<file path="config.mk">
export PLATFORM = sky130hd
export DESIGN_NAME = ber_ref_delay
export DESIGN_NICKNAME = d
export VERILOG_FILES = /design/src/rtl/ber_pkg.sv /design/src/rtl/ber_ref_delay.sv
export SDC_FILE = /design/constraint.sdc
export NUM_CORES = 1
export LEC_CHECK = 0
export ABC_CLOCK_PERIOD_IN_PS = 20000
export BUFFER_PORTS_ARGS = -buffer_cell sky130_fd_sc_hd__buf_2
export CAP_MARGIN = 10
export CORE_MARGIN = 1
export CORE_UTILIZATION = 56
export CTS_BUF_LIST = sky130_fd_sc_hd__clkbuf_16
export DETAILED_ROUTE_END_ITERATION = 10
export PLACE_DENSITY = 0.72
export SETUP_SLACK_MARGIN = 0.4
export SLEW_MARGIN = 20
export SYNTH_ARGS = -nofsm -noshare
export SYNTH_HDL_FRONTEND = slang
export SYNTH_SLANG_ARGS = --single-unit
</file>
<file path="constraint.sdc">
create_clock -name clock -period 20 [get_ports clock]
set_clock_uncertainty 0.1 [all_clocks]
set_input_delay 2 -clock clock [delete_from_list [all_inputs] [get_ports clock]]
set_output_delay 2 -clock clock [all_outputs]
set_load 0.005 [all_outputs]
</file>
<file path="src/rtl/ber_pkg.sv">
// Shared state encodings and default sizing for the BER checker.
package ber_pkg;

    typedef enum logic [1:0] {
        ST_IDLE   = 2'd0,
        ST_SEARCH = 2'd1,
        ST_LOCK   = 2'd2
    } ber_state_t;

    localparam int DEF_DLY_W   = 9;
    localparam int DEF_WIN     = 511;
    localparam int DEF_CNT_W   = 48;
    localparam int DEF_LOL_THR = 64;

    // Bits needed to hold the values 0..n inclusive.
    function automatic int cnt_bits(input int n);
        return $clog2(n + 1);
    endfunction

endpackage

</file>
<file path="src/rtl/ber_ref_delay.sv">
// Reference-bit delay line: shift register of past strobed ref bits plus a
// combinational tap mux selecting the bit from 'delay' strobes ago (0 = current).
module ber_ref_delay
    import ber_pkg::*;
#(
    parameter int DLY_W = DEF_DLY_W
) (
    input  logic             clock,
    input  logic             i_reset,
    input  logic             shift_en,
    input  logic             ref_bit,
    input  logic [DLY_W-1:0] delay,
    output logic             tap_bit
);

    localparam int LEN = 2**DLY_W - 1;

    logic [LEN-1:0] ref_sr_reg;
    logic [LEN:0]   taps;

    always_ff @(posedge clock or posedge i_reset) begin
        if (i_reset) begin
            ref_sr_reg <= '0;
        end else if (shift_en) begin
            ref_sr_reg <= {ref_sr_reg[LEN-2:0], ref_bit};
        end
    end

    // taps[0] is the live bit, taps[d] is the bit shifted in d strobes ago.
    assign taps    = {ref_sr_reg, ref_bit};
    assign tap_bit = taps[delay];

endmodule

</file>
# == Word level (Yosys, flattened, before mapping) ==
# Cells that the tools add are included.
# Widths: inputs -> output; s select.
# word_totals
reg_bits,511
inputBits,13
out_inout_bits,1
# classes
n_lt_le_gt_ge,1
muxes,2
# op_table
op,count
$lt 9x10->1 const B,1
$bmux 1 s9,1
$mux 1,1

# == Depth between registers and ports, before layout ==
# Gate-level depths: netlist of run 1.
# depth
word_depth,2
depth_mapped,12

# == Worst setup path after synthesis of run 1 ==
# Ideal clock, no wire load.
# synth_path
path_kind,in2out
startpoint,in delay[0]
endpoint,out tap_bit
t_arrival_ps,3739
setup_slack_ps,14161
cell_stages,8
n_path_buf,2
cell_sequence,buf_6 > buf_12 > mux4_1 > mux4_2 > and3_4 > nor4_4 > a2111o_1 > nand4_1
# synth_via
elab_chain_len,2
# synth_lines
element,line,text
start: declaration,ber_ref_delay.sv:12,"input logic [DLY_W-1:0] delay,"
$bmux 1 s9,ber_ref_delay.sv:31,assign tap_bit = taps[delay];
$mux 1 (not written as such),ber_ref_delay.sv:31,
end: declaration,ber_ref_delay.sv:13,output logic tap_bit
# Every way passes these cells. The select of a mux whose other input is x is not followed.

# == Worst setup path after layout of run 1 ==
# Same ends and word-level chain as after synthesis.

==> results of run 1 <==
==> power by group through the flow <==
stage	logic, mW	registers (mW)	clock network [mW]
after floorplan	0.127	1.09	0
after global placement	0.154	1.10	0
after detailed placement	0.157	1.10	0
after CTS	0.157	1.08	1.02
after global routing	0.168	1.08	1.07
final	0.155	1.08	0.998
==> layout make-up <==
class / count / share of cell area
sequential: 511 / 0.505
multi-input combinational: 890 / 0.389
clock buffer: 53 / 0.0524
tap: 532 / 0.0263
clock inverter: 42 / 0.0170
timing repair buffer: 29 / 0.00919
inverter: 6 / 0.00119
==> metal layers <==
metal / share of wire / GRT usage
met2: 0.47 / 0.341
met1: 0.47 / 0.326
met3: 0.040 / 0.0371
met4: 0.023 / 0.0712
met5: 0 / 0
==> cells in the mapped netlist (all sizes together) <==
cell / number / share of area
a2111o: 1 / 0.00048
a211o: 1 / 0.00038
a21oi: 34 / 0.0073
a221o: 1 / 0.00043
a311oi: 1 / 0.00038
and2: 1 / 0.00027
and3: 1 / 0.00048
buf: 35 / 0.017
clkbuf: 75 / 0.012
clkinv: 3 / 0.00048
dfrtp: 511 / 0.55
inv: 3 / 0.00048
mux2: 512 / 0.25
mux2i: 115 / 0.049
mux4: 72 / 0.070
nand2: 11 / 0.0018
nand2b: 1 / 0.00027
nand3: 4 / 0.00086
nand3b: 1 / 0.00032
nand4: 2 / 0.00054
nor2: 17 / 0.0027
nor2b: 2 / 0.00054
nor3: 1 / 0.00021
nor3b: 1 / 0.00032
nor4: 5 / 0.0020
nor4b: 1 / 0.00038
o2111ai: 4 / 0.0015
o211a: 1 / 0.00043
o211ai: 4 / 0.0013
o21a: 1 / 0.00032
o21ai: 8 / 0.0017
o221ai: 58 / 0.022
o22ai: 26 / 0.0070
o311a: 1 / 0.00043
o311ai: 1 / 0.00038
o41a: 1 / 0.00048
==> kinds of logic after synthesis <==
family | count (synthesis) | synth area share
buf+inv | 116 | 0.0297
simple gates | 48 | 0.0107
mux | 699 | 0.367
flops | 511 | 0.548
compound gates | 143 | 0.0445
==> stage by stage <==
| step | cells | cell area, µm² | util |
|---|---|---|---|
| after floorplan | 1517 | 23300 | - |
| after global placement | 1968 | 23600 | 0.576 |
| after detailed placement | 1968 | 23600 | 0.576 |
| after CTS | 2063 | 25300 | 0.619 |
| after global routing | 2063 | 25300 | 0.619 |
| final | 2063 | 25300 | 0.619 |
==> final timing paths <==
check | endpoint | slack, ps | cells after the start
setup reg to reg | ref_sr_reg[383] | 19040 | 1
min in group asynchronous | ref_sr_reg[37] | 1470 | 2
setup / recovery | tap_bit | 11570 | 10
max in group asynchronous | ref_sr_reg[211] | 15980 | 4
hold reg to reg | ref_sr_reg[510] | 410 | 1
hold / removal | ref_sr_reg[510] | 410 | 1
==> impl_metrics.csv, run 1 <==
group,metric,value,unit
floorplanning,io_pins,14,
yosys,yosysSeqAreaShare,0.548,
yosys,syn-instance-count,1517,
run,cap_violations,0,
sta,holdWs,414,ps
sta,finalWorstSetupSlack,11570,ps
clock_network,clock_sinks,511,
min_path,hold_start,"ref_sr_reg[510]",
final_layout,seqCellArea,12800,µm²
power_and_ir_drop,pwr-share-seq,0.484,
sta,rsz0062_at_grt,"false",
power_and_ir_drop,pwr-share-clk,0.447,
power_and_ir_drop,p_per_area,88.1,nW/µm²
routing,remaining_drc_errors,0,
worst_setup_path,cpMostUsedCell,"buf_4",
clock_network,cts-resized-gates,0,
global_routing,grt_start_max_net_pins,204,
clock_network,cts_tree,"yes",
placed_design,dp_slack,11490,ps
placed_design,dp_hpwl,25600,µm
yosys,synth_warnings,0,
sta,fmaxAchievable,0.119,GHz
final_layout,largest_register_ffs,511,
global_routing,grt_pass1_wl,73800,µm
global_routing,track_usage,0.223,
power_and_ir_drop,ir_worst_vdd,66.6,µV
clock_network,cts_root_buf,"clkbuf_16",
floorplanning,core_area,40900,µm²
worst_setup_path,cp_data_arrival_time,6330,ps
worst_setup_path,path_max_fanout,76,
routing,detail_route.wl_per_cell,21.8,µm
min_path,min_path_type,"register to register",
worst_setup_path,cp-start-kind,"primary input",
clock_network,cts_buffers,53,
yosys,synth_seq_cells,511,
sta,min_period_over_period,0.422,
floorplanning,die_w,206,µm
yosys,netlist-cell-type-count,45,
worst_setup_path,rr_startpoint,"ref_sr_reg[382]",
sta,setup_violations,0,
power_and_ir_drop,p_switching,0.511,mW
power_and_ir_drop,power.leakage,12.3,nW
final_layout,nFillCells,3075,
clock_network,clk_latency,590,ps
yosys,avgSynthCellArea,15.4,µm²
worst_setup_path,crit_path_end_kind,"primary output",
worst_setup_path,worst_ep_required_time,17900,ps
yosys,syn_area,23300,µm²
final_layout,antenna_cells,0,
sta,slew_violations,0,
clock_network,clkTransAtPathRegs,60,ps
floorplanning,rows,74,
power_and_ir_drop,p_int,1.72,mW
final_layout,layout_commonest_cell,"mux2_2",
sta,relSlewSlack,0.204,
clock_network,h-tree-depth,2,
clock_network,hold_buffers,0,
sta,final-hold-violation-count,0,
clock_network,cts_setup_buffers,0,
routing,dr_total_vias,12900,
routing,viasPerCell,6.23,
floorplanning,dieArea,42500,µm²
routing,drtPass1Iterations,4,
final_layout,final_nets,1504,
worst_setup_path,crit_path_start,"delay[0]",
worst_setup_path,path_cells,"buf_8 -> buf_4 -> buf_4 -> mux4_2 -> o22ai_1 -> o2111ai_1 -> o311a_1 -> nand3_1 -> nand4_1 -> buf_2",
power_and_ir_drop,swShare,0.229,
floorplanning,start_util,0.570,
sta,finalSetupTns,0,ps
routing,wl,45000,µm
power_and_ir_drop,combPwrFrac,0.069,
final_layout,final_cell_mix,"mux2_2, dfrtp_1, mux2i_1",
worst_setup_path,path_buf_inv,4,
worst_setup_path,worst_path_dominant_cell_family,"buffers and inverters",
clock_network,clock_path_buffers,3,
placed_design,numPortBuffers,13,
placed_design,routabilityCongestion,0.748,
outcome,status,"completed",
worst_setup_path,path_class,"primary input to primary output",
final_layout,multi_input_area,9850,µm²
global_routing,gr-total-overflow,0,
worst_setup_path,slowest_stage,"buf_4",
sta,fin_crit,8440,ps
routing,drt-initial-drc-count,788,
final_layout,final_layout_size_suffix_gt1_frac,0.454,
routing,drtAntennaViolNets,0,
global_routing,grt_antenna_before_repair,0,
worst_setup_path,max_stage_delay,910,ps
power_and_ir_drop,finalPower,2.23,mW
floorplanning,dieHeight,206,µm
yosys,syn_nets,1530,
global_routing,grt_pass1_vias,13300,
final_layout,syn_to_final_growth,8.57,%
sta,worst_pin_slew,1190,ps
No activity file was read; power rests on OpenSTA's default activity.
==> inputs of run 2 (changes only) <==
- ABC_CLOCK_PERIOD_IN_PS: 20000 -> 6970
- PLACE_DENSITY: 0.72 -> 0.75
- clock period: 20 -> 6.97 ns (I/O delays scaled with it)
==> run 2 against run 1 <==
Cell area barely moved. Non-clock buffer count increased by 3. Combinational power rose to 2.9 times the previous value. Via count increased by 0.23%. Critical path depth stayed put. First-iteration DRC count is 10% higher. Hold slack lost 340 ps. Die area is the same. Global-route usage fell by 0.17 points. Routed wire length is 1.6% lower. Sequential power increased to 2.9 times the previous value. Count of clock-buffer cells in the layout is 1 lower.
==> impl_metrics.csv, run 2 (synthesis results as in run 1) <==
group,metric,value,unit
clock_network,cts_root_buf,"clkbuf_16",
clock_network,clkTransAtPathRegs,60,ps
worst_setup_path,crit_path_start,"delay[1]",
worst_setup_path,crit_path_end_kind,"primary output",
clock_network,h-tree-depth,2,
clock_network,cts_setup_buffers,0,
global_routing,grt_pass1_vias,13300,
global_routing,grt_pass1_wl,73200,µm
floorplanning,io_pins,14,
sta,finalWorstSetupSlack,2350,ps
global_routing,gr-total-overflow,0,
power_and_ir_drop,ir_worst_vdd,215,µV
sta,holdWs,78.9,ps
floorplanning,start_util,0.570,
sta,final-hold-violation-count,0,
placed_design,numPortBuffers,13,
final_layout,antenna_cells,0,
floorplanning,dieHeight,206,µm
worst_setup_path,cp_data_arrival_time,3820,ps
power_and_ir_drop,p_per_area,248,nW/µm²
placed_design,dp_hpwl,25600,µm
floorplanning,dieArea,42500,µm²
routing,viasPerCell,6.23,
power_and_ir_drop,power.leakage,12.3,nW
routing,wl,44300,µm
global_routing,grt_start_max_net_pins,201,
routing,drt-initial-drc-count,867,
sta,rsz0062_at_grt,"false",
final_layout,syn_to_final_growth,8.49,%
routing,drtAntennaViolNets,0,
final_layout,final_nets,1506,
routing,detail_route.wl_per_cell,21.4,µm
routing,drtPass1Iterations,5,
sta,relSlewSlack,0.105,
final_layout,layout_commonest_cell,"mux2_2",
floorplanning,rows,74,
worst_setup_path,regToRegSetupSlack,5970,ps
final_layout,largest_register_ffs,511,
run,cap_violations,0,
worst_setup_path,rr_startpoint,"ref_sr_reg[382]",
sta,slew_violations,0,
clock_network,clock_path_buffers,3,
min_path,min_path_type,"primary input to async pin",
worst_setup_path,cp-start-kind,"primary input",
final_layout,final_layout_size_suffix_gt1_frac,0.450,
placed_design,routabilityCongestion,0.766,
sta,worst_pin_slew,1340,ps
sta,min_period_over_period,0.662,
clock_network,clock_sinks,511,
sta,fin_crit,4620,ps
floorplanning,die_w,206,µm
routing,dr_total_vias,12900,
global_routing,track_usage,0.221,
sta,fmaxAchievable,0.217,GHz
placed_design,dp_slack,2450,ps
clock_network,cts-resized-gates,0,
outcome,status,"completed",
clock_network,clk_latency,610,ps
worst_setup_path,worst_ep_required_time,6170,ps
clock_network,hold_buffers,0,
clock_network,cts_tree,"yes",
final_layout,multi_input_area,9850,µm²
worst_setup_path,path_class,"primary input to primary output",
floorplanning,core_area,40900,µm²
routing,remaining_drc_errors,0,
worst_setup_path,path_max_fanout,40,
global_routing,grt_antenna_before_repair,0,
clock_network,cts_buffers,52,
sta,setup_violations,0,
final_layout,final_cell_mix,"mux2_2, dfrtp_1, mux2i_1",
final_layout,seqCellArea,12800,µm²
final_layout,nFillCells,3138,
[run 2: cell types whose count changed in the layout (fill, tap and decap cells not counted)]
cell | previous run | this run
bufinv_16 | 9 | 6
inv_1 | 9 | 10
inv_8 | 1 | 0
inv_6 | 0 | 1
buf_6 | 0 | 1
clkinvlp_4 | 4 | 2
buf_12 | 2 | 5
clkinv_2 | 14 | 10
inv_16 | 0 | 1
clkinv_1 | 10 | 18
clkinv_8 | 0 | 1
buf_4 | 15 | 14
clkbuf_16 | 53 | 52
[run 2: report_power, final]
group	internal, mW	leakage (nW)	switching, mW
registers	3.04	7.09	0.0508
logic	0.189	4.37	0.257
clock network	1.58	0.856	1.17
[run 2: worst paths after layout]
check,depth (start not counted),end
max,10,tap_bit
min,2,ref_sr_reg[11]
max reg2reg,1,ref_sr_reg[383]
min reg2reg,1,ref_sr_reg[152]
max in group asynchronous,3,ref_sr_reg[264]
min in group clock,2,ref_sr_reg[0]
[run 2: area by class of cell]
type                       count  area share
clock buffer                  52      0.0514
inverter                       6     0.00104
timing repair buffer          32      0.0117
tap                          532      0.0263
clock inverter                44      0.0149
multi-input combinational    890       0.389
sequential                   511       0.505
[run 2: worst max-delay path, stage by stage]
cell and delay [ps]:
buf_4 290, nand2b_2 530, buf_4 590, o221ai_1 200, a21oi_1 280, nor4_1 90, nor4_1 490, a211o_1 250
nand4_1 190, buf_2 180
[run 2: stage by stage]
step                area, µm²  setup TNS (ps)  cells  utilization  power [mW]
detailed placement      23600               0   1971        0.577        3.60
floorplan               23300         -391090   1517            -        3.50
global placement        23600               0   1971        0.577        3.58
finish                  25300               0   2067        0.618        6.28
CTS                     25300               0   2067        0.618        6.36
global route            25300               0   2067        0.618        6.51
[run 2: layer usage]
metal	wire length [µm]	track usage
met5	0	0
met4	1080	0.0706
met3	1780	0.0355
met2	21000	0.342
met1	20400	0.321
==> inputs of run 3 (changes only) <==
- ABC_CLOCK_PERIOD_IN_PS: 6970 -> 4300
- PLACE_DENSITY: 0.75 -> 0.72
- clock period: 6.97 -> 4.3 ns (I/O delays scaled with it)
==> run 3 against run 2 <==
Clock power is 57% higher. Die area unchanged. Critical path depth is the same. Utilization is 0.63 points higher. Sequential cell count did not move. Combinational power grew 69%. First-iteration DRC count rose by 2.8%. Highest routed layer unchanged.
==> impl_metrics.csv, run 3 (synthesis results as in run 1) <==
group,metric,value,unit
worst_setup_path,slowest_stage,"mux4_2",
clock_network,clock_path_buffers,3,
floorplanning,rows,74,
floorplanning,dieHeight,206,µm
placed_design,routabilityCongestion,0.772,
global_routing,grt_start_max_net_pins,130,
power_and_ir_drop,ir_worst_vdd,319,µV
global_routing,grt_pass1_vias,13500,
global_routing,gr-total-overflow,0,
final_layout,largest_register_ffs,511,
clock_network,cts_setup_buffers,0,
outcome,status,"completed",
global_routing,track_usage,0.226,
global_routing,grt_pass1_wl,75000,µm
floorplanning,core_area,40900,µm²
placed_design,dp.cells,1996,
routing,dr_total_vias,12900,
clock_network,clk_latency,590,ps
final_layout,final_nets,1534,
sta,relSlewSlack,0.429,
placed_design,numPortBuffers,13,
final_layout,antenna_cells,0,
worst_setup_path,path_cells,"buf_8 -> buf_12 -> buf_12 -> mux4_2 -> o22ai_1 -> nor2_1 -> o22ai_1 -> a221o_1 -> nand4_1 -> buf_2",
worst_setup_path,path_max_fanout,43,
final_layout,layout_commonest_cell,"mux2_2",
routing,drt-initial-drc-count,891,
routing,drtPass1Iterations,4,
worst_setup_path,path_class,"primary input to primary output",
worst_setup_path,max_stage_delay,510,ps
min_path,min_path_type,"primary input to register",
clock_network,cts_tree,"yes",
clock_network,clkTransAtPathRegs,60,ps
routing,remaining_drc_errors,0,
sta,rsz0062_at_grt,"false",
sta,final-hold-violation-count,0,
sta,holdWs,65.3,ps
floorplanning,io_pins,14,
power_and_ir_drop,p_per_area,395,nW/µm²
routing,viasPerCell,6.18,
sta,fmaxAchievable,0.270,GHz
floorplanning,dieArea,42500,µm²
final_layout,syn_to_final_growth,9.60,%
sta,slew_violations,0,
floorplanning,die_w,206,µm
routing,drtAntennaViolNets,0,
clock_network,h-tree-depth,2,
power_and_ir_drop,power.leakage,12.5,nW
power_and_ir_drop,finalPower,10.1,mW
run,cap_violations,0,
worst_setup_path,worst_ep_required_time,3770,ps
clock_network,clock_sinks,511,
worst_setup_path,cp_data_arrival_time,3170,ps
worst_setup_path,crit_path_end_kind,"primary output",
global_routing,grt_antenna_before_repair,0,
sta,worst_pin_slew,856,ps
final_layout,final_layout_size_suffix_gt1_frac,0.457,
sta,fin_crit,3700,ps
clock_network,cts_buffers,54,
floorplanning,start_util,0.570,
worst_setup_path,path_buf_inv,4,
placed_design,dp_hpwl,28400,µm
worst_setup_path,cp-start-kind,"primary input",
routing,wl,45700,µm
final_layout,nFillCells,3036,
sta,setup_violations,0,
final_layout,final_cell_mix,"mux2_2, dfrtp_1, mux2i_1",
worst_setup_path,worst_path_dominant_cell_family,"buffers and inverters",
sta,min_period_over_period,0.860,
routing,detail_route.wl_per_cell,21.8,µm
sta,finalSetupTns,0,ps
clock_network,cts_root_buf,"clkbuf_16",
final_layout,fin_cells,2093,
==> run 3: changes by cell type in the layout (fill, tap and decap cells not counted), moves of 3 or more <==
cell,delta
buf_4,+17
buf_12,+9
inv_1,+3
bufinv_16,-3
clkbuf_16,+3
==> run 3: what timing repair did <==
| action | 4_1_cts | 5_1_grt |
|---|---|---|
| hold buffers | 1 | 0 |
| gates resized for setup | 0 | 0 |
| hold endpoints to repair | 16 | 0 |
==> run 3: cell type report <==
class,instances,area [µm²],share of cell area
flip-flops and latches,511,12800,0.500
multi-input cells,890,9850,0.385
clock buffers,55,1380,0.0538
well taps,532,666,0.0260
repair buffers,58,603,0.0236
clock inverters,41,255,0.00998
inverters,6,26.3,0.00103
==> run 3: power breakdown <==
group          switching, mW  internal [mW]
Sequential            0.0881           4.93
Combinational          0.427          0.327
Clock                   1.84           2.48
Total                   2.36           7.73
==> run 3: layer usage <==
layer  track usage  vias to the layer above  routed length, µm
met3        0.0471                       66               2200
met1         0.324                     6837              21000
met4        0.0580                        0                847
met2         0.354                      239              21700
met5             0                        -                  0
li1              -                     5784                  -
==> run 3: final timing paths <==
path | startpoint | end | slack [ps] | cells past startpoint
max | delay[0] | tap_bit | 600 | 10
min | ref_bit | ref_sr_reg[0] | 70 | 2
max reg2reg | ref_sr_reg[478] | ref_sr_reg[478] | 3350 | 1
min reg2reg | ref_sr_reg[510] | ref_sr_reg[510] | 410 | 1
max in group asynchronous | i_reset | ref_sr_reg[366] | 2640 | 4
min in group asynchronous | i_reset | ref_sr_reg[315] | 380 | 3
==> run 3: stage by stage <==
stage | util | setup slack (ps) | cell area [µm²]
after floorplan | - | -3170 | 23300
after global placement | 0.585 | 589 | 23900
after detailed placement | 0.585 | 621 | 23900
after CTS | 0.625 | 616 | 25600
after global routing | 0.625 | 441 | 25600
final | 0.625 | 601 | 25600
